$ cat config.mk
export PLATFORM = sky130hd
export DESIGN_NAME = pingpong_mem_ctrl_flat
export DESIGN_NICKNAME = d
export VERILOG_FILES = /design/src/rtl/pingpong_mem_ctrl_if.sv /design/src/rtl/pingpong_mem_ctrl.sv /design/src/flat_wrapper.sv
export SDC_FILE = /design/constraint.sdc
export NUM_CORES = 2
export LEC_CHECK = 0
export CAP_MARGIN = 20
export CORE_MARGIN = 4
export CORE_UTILIZATION = 49
export CTS_BUF_LIST = sky130_fd_sc_hd__clkbuf_4
export CTS_CLUSTER_DIAMETER = 30
export CTS_CLUSTER_SIZE = 16
export DETAILED_ROUTE_END_ITERATION = 10
export PLACE_DENSITY = 0.7
export SYNTH_ARGS = -nofsm -noshare
export SYNTH_HDL_FRONTEND = slang
export SYNTH_SLANG_ARGS = --single-unit
$ cat constraint.sdc
create_clock -name clk -period 6 [get_ports clk]
set_input_delay 0.6 -clock clk [delete_from_list [all_inputs] [get_ports clk]]
set_output_delay 0.6 -clock clk [all_outputs]
set_load 0.03 [all_outputs]
$ cat src/rtl/pingpong_mem_ctrl_if.sv
// Butterfly-side bus of the ping-pong FFT memory: swap control, dual write/read ports and status.
// The sequencer drives the master modport; pingpong_mem_ctrl takes the slave modport.
interface pingpong_mem_ctrl_if #(
    parameter int unsigned DATA_W     = 64,
    parameter int unsigned ADDR_W     = 4,
    parameter int unsigned NUM_STAGES = 4
);
    localparam int unsigned STAGE_W = (NUM_STAGES > 1) ? $clog2(NUM_STAGES) : 1;

    logic               swap;
    logic               wr_en;
    logic [ADDR_W-1:0]  wa_1;
    logic [ADDR_W-1:0]  wa_2;
    logic [DATA_W-1:0]  wd_1;
    logic [DATA_W-1:0]  wd_2;
    logic               rd_en;
    logic [ADDR_W-1:0]  ra_1;
    logic [ADDR_W-1:0]  ra_2;
    logic [DATA_W-1:0]  rd_1;
    logic [DATA_W-1:0]  rd_2;
    logic               rd_valid;
    logic               sel;
    logic [STAGE_W-1:0] stage;
    logic               frame_done;
    logic               wr_collide;

    modport master (
        output swap, wr_en, wa_1, wa_2, wd_1, wd_2, rd_en, ra_1, ra_2,
        input  rd_1, rd_2, rd_valid, sel, stage, frame_done, wr_collide
    );

    modport slave (
        input  swap, wr_en, wa_1, wa_2, wd_1, wd_2, rd_en, ra_1, ra_2,
        output rd_1, rd_2, rd_valid, sel, stage, frame_done, wr_collide
    );
endinterface

$ cat src/rtl/pingpong_mem_ctrl.sv
// Ping-pong dual-bank butterfly memory: bank select, stage counter and frame completion.
// Optional PINGPONG_COLLIDE_DETECT_EN builds a sticky same-address write flag.
module pingpong_mem_ctrl #(
    parameter int unsigned DATA_W     = 64,
    parameter int unsigned ADDR_W     = 4,
    parameter int unsigned NUM_STAGES = 4
) (
    input logic                clk,
    input logic                rst,
    pingpong_mem_ctrl_if.slave bus
);
    localparam int unsigned DEPTH   = 2 ** ADDR_W;
    localparam int unsigned STAGE_W = (NUM_STAGES > 1) ? $clog2(NUM_STAGES) : 1;
    localparam logic [STAGE_W-1:0] STAGE_LAST = STAGE_W'(NUM_STAGES - 1);

    logic [DATA_W-1:0]  bankA [0:DEPTH-1];
    logic [DATA_W-1:0]  bankB [0:DEPTH-1];

    logic               selQ;
    logic [STAGE_W-1:0] stageQ;
    logic               frameDoneQ;
    logic               rdValidQ;
    logic [DATA_W-1:0]  rdData1Q;
    logic [DATA_W-1:0]  rdData2Q;
    logic               wrCollideQ;

    // Write bank is A when sel=0; port 2 is written last so it wins on equal addresses.
    always_ff @(posedge clk) begin
        if (!rst && bus.wr_en) begin
            if (!selQ) begin
                bankA[bus.wa_1] <= bus.wd_1;
                bankA[bus.wa_2] <= bus.wd_2;
            end else begin
                bankB[bus.wa_1] <= bus.wd_1;
                bankB[bus.wa_2] <= bus.wd_2;
            end
        end
    end

    // Read bank is the opposite of the write bank; data holds when no read is issued.
    always_ff @(posedge clk) begin
        if (rst) begin
            rdValidQ <= 1'b0;
            rdData1Q <= '0;
            rdData2Q <= '0;
        end else begin
            rdValidQ <= bus.rd_en;
            if (bus.rd_en) begin
                if (selQ) begin
                    rdData1Q <= bankA[bus.ra_1];
                    rdData2Q <= bankA[bus.ra_2];
                end else begin
                    rdData1Q <= bankB[bus.ra_1];
                    rdData2Q <= bankB[bus.ra_2];
                end
            end
        end
    end

    // Each swap toggles the banks and advances the stage; leaving the last stage ends the frame.
    always_ff @(posedge clk) begin
        if (rst) begin
            selQ       <= 1'b0;
            stageQ     <= '0;
            frameDoneQ <= 1'b0;
        end else if (bus.swap) begin
            selQ <= ~selQ;
            if (stageQ == STAGE_LAST) begin
                stageQ     <= '0;
                frameDoneQ <= 1'b1;
            end else begin
                stageQ     <= stageQ + STAGE_W'(1);
                frameDoneQ <= 1'b0;
            end
        end else begin
            frameDoneQ <= 1'b0;
        end
    end

`ifdef PINGPONG_COLLIDE_DETECT_EN
    // Sticky until reset so a single bad address pair from the generator is never missed.
    always_ff @(posedge clk) begin
        if (rst) begin
            wrCollideQ <= 1'b0;
        end else if (bus.wr_en && (bus.wa_1 == bus.wa_2)) begin
            wrCollideQ <= 1'b1;
        end
    end
`else
    assign wrCollideQ = 1'b0;
`endif

    assign bus.sel        = selQ;
    assign bus.stage      = stageQ;
    assign bus.frame_done = frameDoneQ;
    assign bus.rd_valid   = rdValidQ;
    assign bus.rd_1       = rdData1Q;
    assign bus.rd_2       = rdData2Q;
    assign bus.wr_collide = wrCollideQ;
endmodule
$ cat src/flat_wrapper.sv
// flat-port wrapper written by rule: the top's interface ports become plain ports
module pingpong_mem_ctrl_flat 
#(
    parameter int unsigned DATA_W     = 64,
    parameter int unsigned ADDR_W     = 4,
    parameter int unsigned NUM_STAGES = 4
)
  (clk, rst, bus_swap, bus_wr_en, bus_wa_1, bus_wa_2, bus_wd_1, bus_wd_2, bus_rd_en, bus_ra_1, bus_ra_2, bus_rd_1, bus_rd_2, bus_rd_valid, bus_sel, bus_stage, bus_frame_done, bus_wr_collide);
  pingpong_mem_ctrl_if #(.DATA_W(DATA_W), .ADDR_W(ADDR_W), .NUM_STAGES(NUM_STAGES)) bus_i ();
  input logic clk;
  input logic rst;
  input wire logic [$bits(bus_i.swap)-1:0] bus_swap;
  input wire logic [$bits(bus_i.wr_en)-1:0] bus_wr_en;
  input wire logic [$bits(bus_i.wa_1)-1:0] bus_wa_1;
  input wire logic [$bits(bus_i.wa_2)-1:0] bus_wa_2;
  input wire logic [$bits(bus_i.wd_1)-1:0] bus_wd_1;
  input wire logic [$bits(bus_i.wd_2)-1:0] bus_wd_2;
  input wire logic [$bits(bus_i.rd_en)-1:0] bus_rd_en;
  input wire logic [$bits(bus_i.ra_1)-1:0] bus_ra_1;
  input wire logic [$bits(bus_i.ra_2)-1:0] bus_ra_2;
  output wire logic [$bits(bus_i.rd_1)-1:0] bus_rd_1;
  output wire logic [$bits(bus_i.rd_2)-1:0] bus_rd_2;
  output wire logic [$bits(bus_i.rd_valid)-1:0] bus_rd_valid;
  output wire logic [$bits(bus_i.sel)-1:0] bus_sel;
  output wire logic [$bits(bus_i.stage)-1:0] bus_stage;
  output wire logic [$bits(bus_i.frame_done)-1:0] bus_frame_done;
  output wire logic [$bits(bus_i.wr_collide)-1:0] bus_wr_collide;
  assign bus_i.swap = bus_swap;
  assign bus_i.wr_en = bus_wr_en;
  assign bus_i.wa_1 = bus_wa_1;
  assign bus_i.wa_2 = bus_wa_2;
  assign bus_i.wd_1 = bus_wd_1;
  assign bus_i.wd_2 = bus_wd_2;
  assign bus_i.rd_en = bus_rd_en;
  assign bus_i.ra_1 = bus_ra_1;
  assign bus_i.ra_2 = bus_ra_2;
  assign bus_rd_1 = bus_i.rd_1;
  assign bus_rd_2 = bus_i.rd_2;
  assign bus_rd_valid = bus_i.rd_valid;
  assign bus_sel = bus_i.sel;
  assign bus_stage = bus_i.stage;
  assign bus_frame_done = bus_i.frame_done;
  assign bus_wr_collide = bus_i.wr_collide;
  pingpong_mem_ctrl #(.DATA_W(DATA_W), .ADDR_W(ADDR_W), .NUM_STAGES(NUM_STAGES)) u_core (.clk(clk), .rst(rst), .bus(bus_i));
endmodule
## Word level (Yosys, flattened, before mapping)

Memory sizes are Yosys's and may differ from the RTL's.
Index checks and enable logic that the tools add are counted.

- Register bits: 133
- Bits in writable memories: 2,048
- Input port bits: 149
- Word-level logic and storage cells: 25
- Memories: 2

Memory list:

| name | words | width | read ports | clocked after Yosys merged registers in | wr ports | line | text |
|---|---|---|---|---|---|---|---|
| u_core.bankA | 16 | 64 | 2 | 0 | 2 | pingpong_mem_ctrl.sv:16 | `logic [DATA_W-1:0] bankA [0:DEPTH-1];` |
| u_core.bankB | 16 | 64 | 2 | 0 | 2 | pingpong_mem_ctrl.sv:17 | `logic [DATA_W-1:0] bankB [0:DEPTH-1];` |

- Add/sub/neg operators: 1
- Equality and inequality tests: 1
- Mux-type cells: 10
- Bitwise gates (word level): 2
- Reductions and logical operators: 3

Operators with widths:

| kind | count |
|---|---|
| $mux W64 | 2 |
| $mux W1 | 7 |
| $add A2 B1 Y2 const B | 1 |
| $eq A2 B2 Y1 const B | 1 |
| $mux W2 | 1 |
| $not A1 Y1 | 2 |
| $reduce_or A2 Y1 | 1 |
| $logic_and A1 B1 Y1 | 1 |
| $logic_not A1 Y1 | 1 |

## Logic depth before layout (Yosys ltp)

- Depth after elaboration: 4
- Depth in mapped cells: 9
- Gate-level depth less buffers: 5

## Worst setup path before layout

Ideal clock, no wire load.

- Path kind: input to register
- From: in rst
- To: mem u_core.bankA[11][0] (enable)
- Library setup time: 0.486 ns
- Arrival time: 4.168 ns
- Data required time: 5.514 ns
- Setup slack: 1.346 ns
- Stages on the path: 6
- Path through: buf_2 nor2_2 nand2_1 buf_2 clkbuf_1 nor2_1

RTL lines:

| element | line | text |
|---|---|---|
| start: declaration | flat_wrapper.sv:11 | `input logic rst;` |
| end: declaration | pingpong_mem_ctrl.sv:16 |  |

==> flow_metrics.tcl <==
set metrics [dict create \
    p_per_area_nw_per_um2 255 \
    fin_crit_ps 4410 \
    setup_viol 0 \
    critPathTopFamily "simple AND/OR/NAND/NOR gates" \
    routed_via_density 7.14 \
    hold_ws_ps 60.4 \
    ys_async_sr_fraction 0 \
    rsz0062_at_grt "no" \
    cap_violations 0 \
    hold_class "in -> reg" \
    cts_buffer_depth 4 \
    drc 0 \
    cp.depth 6 \
    fin_worst_skew_ps 161 \
    crit_start "u_core.bus.sel" \
    avgSynthCellArea_sq_um 14.9 \
    endpoint "u_core.bankA[1][44]" \
    htree_levels 5 \
    antenna_found_initial 42 \
    die_w_um 515 \
    vias 88100 \
    synth_cell_types 47 \
    ctsResizeCount 0 \
    finalMaxSlewViolations 0 \
    wl_per_cell_um 37.9 \
    coreArea_sq_um 255000 \
    yosysMostFrequentCell "edfxtp_1" \
    synthFlopType "edfxtp_1" \
    fillers 20200 \
    status "complete, no violations" \
    core.rowCount 185 \
    fmax_mhz 227 \
    netlist_top_cells_count "2,048 x edfxtp_1, 2,016 x mux2_2, 816 x mux4_2" \
    r2r_setup_slack_ps 1590 \
    synthTopCellsByArea "edfxtp_1 49%, mux2_2 18%, mux4_2 15%" \
    worstMarginPinSlew_ps 1280 \
    worstSetupPathType "reg -> reg" \
    r2r_cells 6 \
    grt_overflow 0 \
    cp_num_buf_inv 2 \
    routabilityCongestion 0.877 \
    hold_viol_final 0 \
    syn_nets 8569 \
    netlist_instances 8419 \
    clkTransAtPathRegs_ps 100 \
    leakage_nw 47.7 \
    portBuffers 281 \
    grt_pass1_vias 86400 \
    dp_hpwl_mm 266 \
    cts_num_sinks 2181 \
    area_delta_synth_final_pct 12.8 \
    max-slew-margin-rel 0.146 \
    crit_path_end_kind "register" \
    slowest_delay_ps 920 \
    ys_warn_count 0 \
    r2r-start "u_core.bus.sel" \
    layout-drive-gt1-share 0.459 \
    io_pins 283 \
    vdd_drop_max_mv 0.189 \
    initial_core_util 0.494 \
    worstPathArrival_ps 5590 \
    yosysSeqAreaShare 0.510 \
    grt_use_total 0.343 \
    die_y_um 515 \
    grt_pass1_wl_mm 650 \
    power.total_mw 36.3 \
    cts_root_buf "clkbuf_4" \
    synth-seq-cells 2181 \
    synth_edf_count 2048 \
    multi_input_area_sq_um 57800 \
    required_ps 7180 \
    slowest_stage "and2_1" \
    reg2reg_to "u_core.bankA[1][44]" \
    post-route-period-util 0.735 \
    nNetsFinal 8669 \
    critical_path.max_fanout 40 \
    yosys.area.top_type "edfxtp_1" \
    synthesis.area_sq_um 126000 \
    finalWirelength_mm 468 \
    clock_latency_ps 1450 \
    cts_setup_buffers 0 \
    crit_chain "nor2_4 -> and2_1 -> nand2_4 -> buf_4 -> mux2_2 -> dlygate4sd3_1" \
    cts_tree "yes" \
    synth_top_area_frac 0.489 \
    ff_latch_area_sq_um 64200 \
    finalSetupTns_ps 0 \
    drt-initial-drc-count 13300 \
    drt_pass1_iterations 8 \
    antenna_left 0 \
    die_area_sq_um 265000 \
    critPathLaunchType "register" \
    grt_max_degree 94 \
    cts_made_buffers 485 \
]
[layout make-up]
type	count	area share
inverters	1	0.0000617
repair buffers	659	0.0555
clock buffers	562	0.0297
multi-input cells	5191	0.407
diodes	35	0.000617
well taps	3366	0.0297
flip-flops and latches	2181	0.452
clock inverters	344	0.0250
[report_power, final]
| part | leakage [nW] | internal [mW] | switching [mW] |
|---|---|---|---|
| Sequential | 19.5 | 16.8 | 0.225 |
| Combinational | 24.0 | 1.97 | 2.69 |
| Clock | 4.24 | 7.58 | 6.96 |
| Total | 47.7 | 26.4 | 9.87 |
[worst min path at each step]
stage	cells past startpoint	to	start	slack, ps
after floorplan	2	u_core.bus.rd_1[55]	u_core.bus.rd_1[55]	580
after global placement	2	u_core.bus.stage[1]	u_core.bus.stage[1]	520
after detailed placement	2	u_core.bus.stage[1]	u_core.bus.stage[1]	530
after CTS	5	u_core.bus.rd_2[46]	bus_ra_2[0]	70
after global routing	2	u_core.bankA[3][18]	bus_wd_2[18]	-20
final	2	u_core.bankA[5][43]	bus_wd_1[43]	60
[cells in the final DEF, fill, tap and decap left out, types with 100 or more instances in the layout]
| cell type | Yosys | routed |
|---|---|---|
| o22ai_1 | 269 | 269 |
| mux2_1 | 100 | 100 |
| a21oi_1 | 242 | 242 |
| nand2b_1 | 129 | 123 |
| dfxtp_1 | 133 | 132 |
| nor2_1 | 192 | 159 |
| buf_4 | 15 | 209 |
| clkbuf_4 | 0 | 562 |
| clkdlybuf4s50_1 | 0 | 271 |
| mux4_2 | 816 | 816 |
| mux2_2 | 2016 | 2016 |
| nor2b_1 | 173 | 171 |
| o21ai_0 | 182 | 182 |
| a211oi_1 | 119 | 119 |
| nand2_1 | 217 | 189 |
| mux2i_1 | 540 | 540 |
| edfxtp_1 | 2048 | 2048 |
[layer usage]
layer	GRT usage	up-vias	wire [um]
met4	0.203	30	30400
met2	0.523	7221	211000
li1	-	34200	-
met3	0.101	1638	62500
met1	0.436	45000	164000
met5	0	-	211
[sequential cells by signal, indices dropped and copies added, names as in the netlist]
| name | count |
|---|---|
| u_core.bus.rd_valid | 1 |
| u_core.bus.sel | 1 |
| u_core.bus.rd_1 | 64 |
| u_core.bus.frame_done | 1 |
| u_core.bankB | 1024 |
| u_core.bus.stage | 2 |
| u_core.bus.rd_2 | 64 |
| u_core.bankA | 1024 |
[worst register-to-register path, stage by stage, from the launching register on]
cell           delay, ps
dfxtp_2              440
nor2_4               310
and2_1               920
nand2_4              870
buf_4                660
mux2_2               380
dlygate4sd3_1        570
[timing repair]
item | 4_1_cts | 5_1_grt
setup endpoints to repair | 0 | 0
hold buffers | 11 | 17
endpoints found under the hold margin | 58 | 22
[through the flow]
| stage | util | instance area, sq um | worst slack (ps) | std cells |
|---|---|---|---|---|
| 2_1_floorplan | - | 126000 | 1350 | 8419 |
| 3_3_place_gp | 0.516 | 132000 | 1610 | 11300 |
| 3_5_place_dp | 0.518 | 132000 | 1660 | 11300 |
| 4_1_cts | 0.549 | 140000 | 2080 | 12200 |
| 5_1_grt | 0.557 | 142000 | 1600 | 12300 |
| 6_report | 0.557 | 142000 | 1590 | 12300 |
[kinds of logic after synthesis]
kind of cell	Yosys count	synth area share
muxes	3472	0.378
DFF	2181	0.510
buffers and inverters	1047	0.0349
AOI/OAI and AO/OA	961	0.0470
and+or+nand+nor	755	0.0298
adders and majority gates	1	0.0000994
other	1	0.0000298
xor gates and xnor gates	1	0.0000696
No activity file was read; power rests on OpenSTA's default activity.
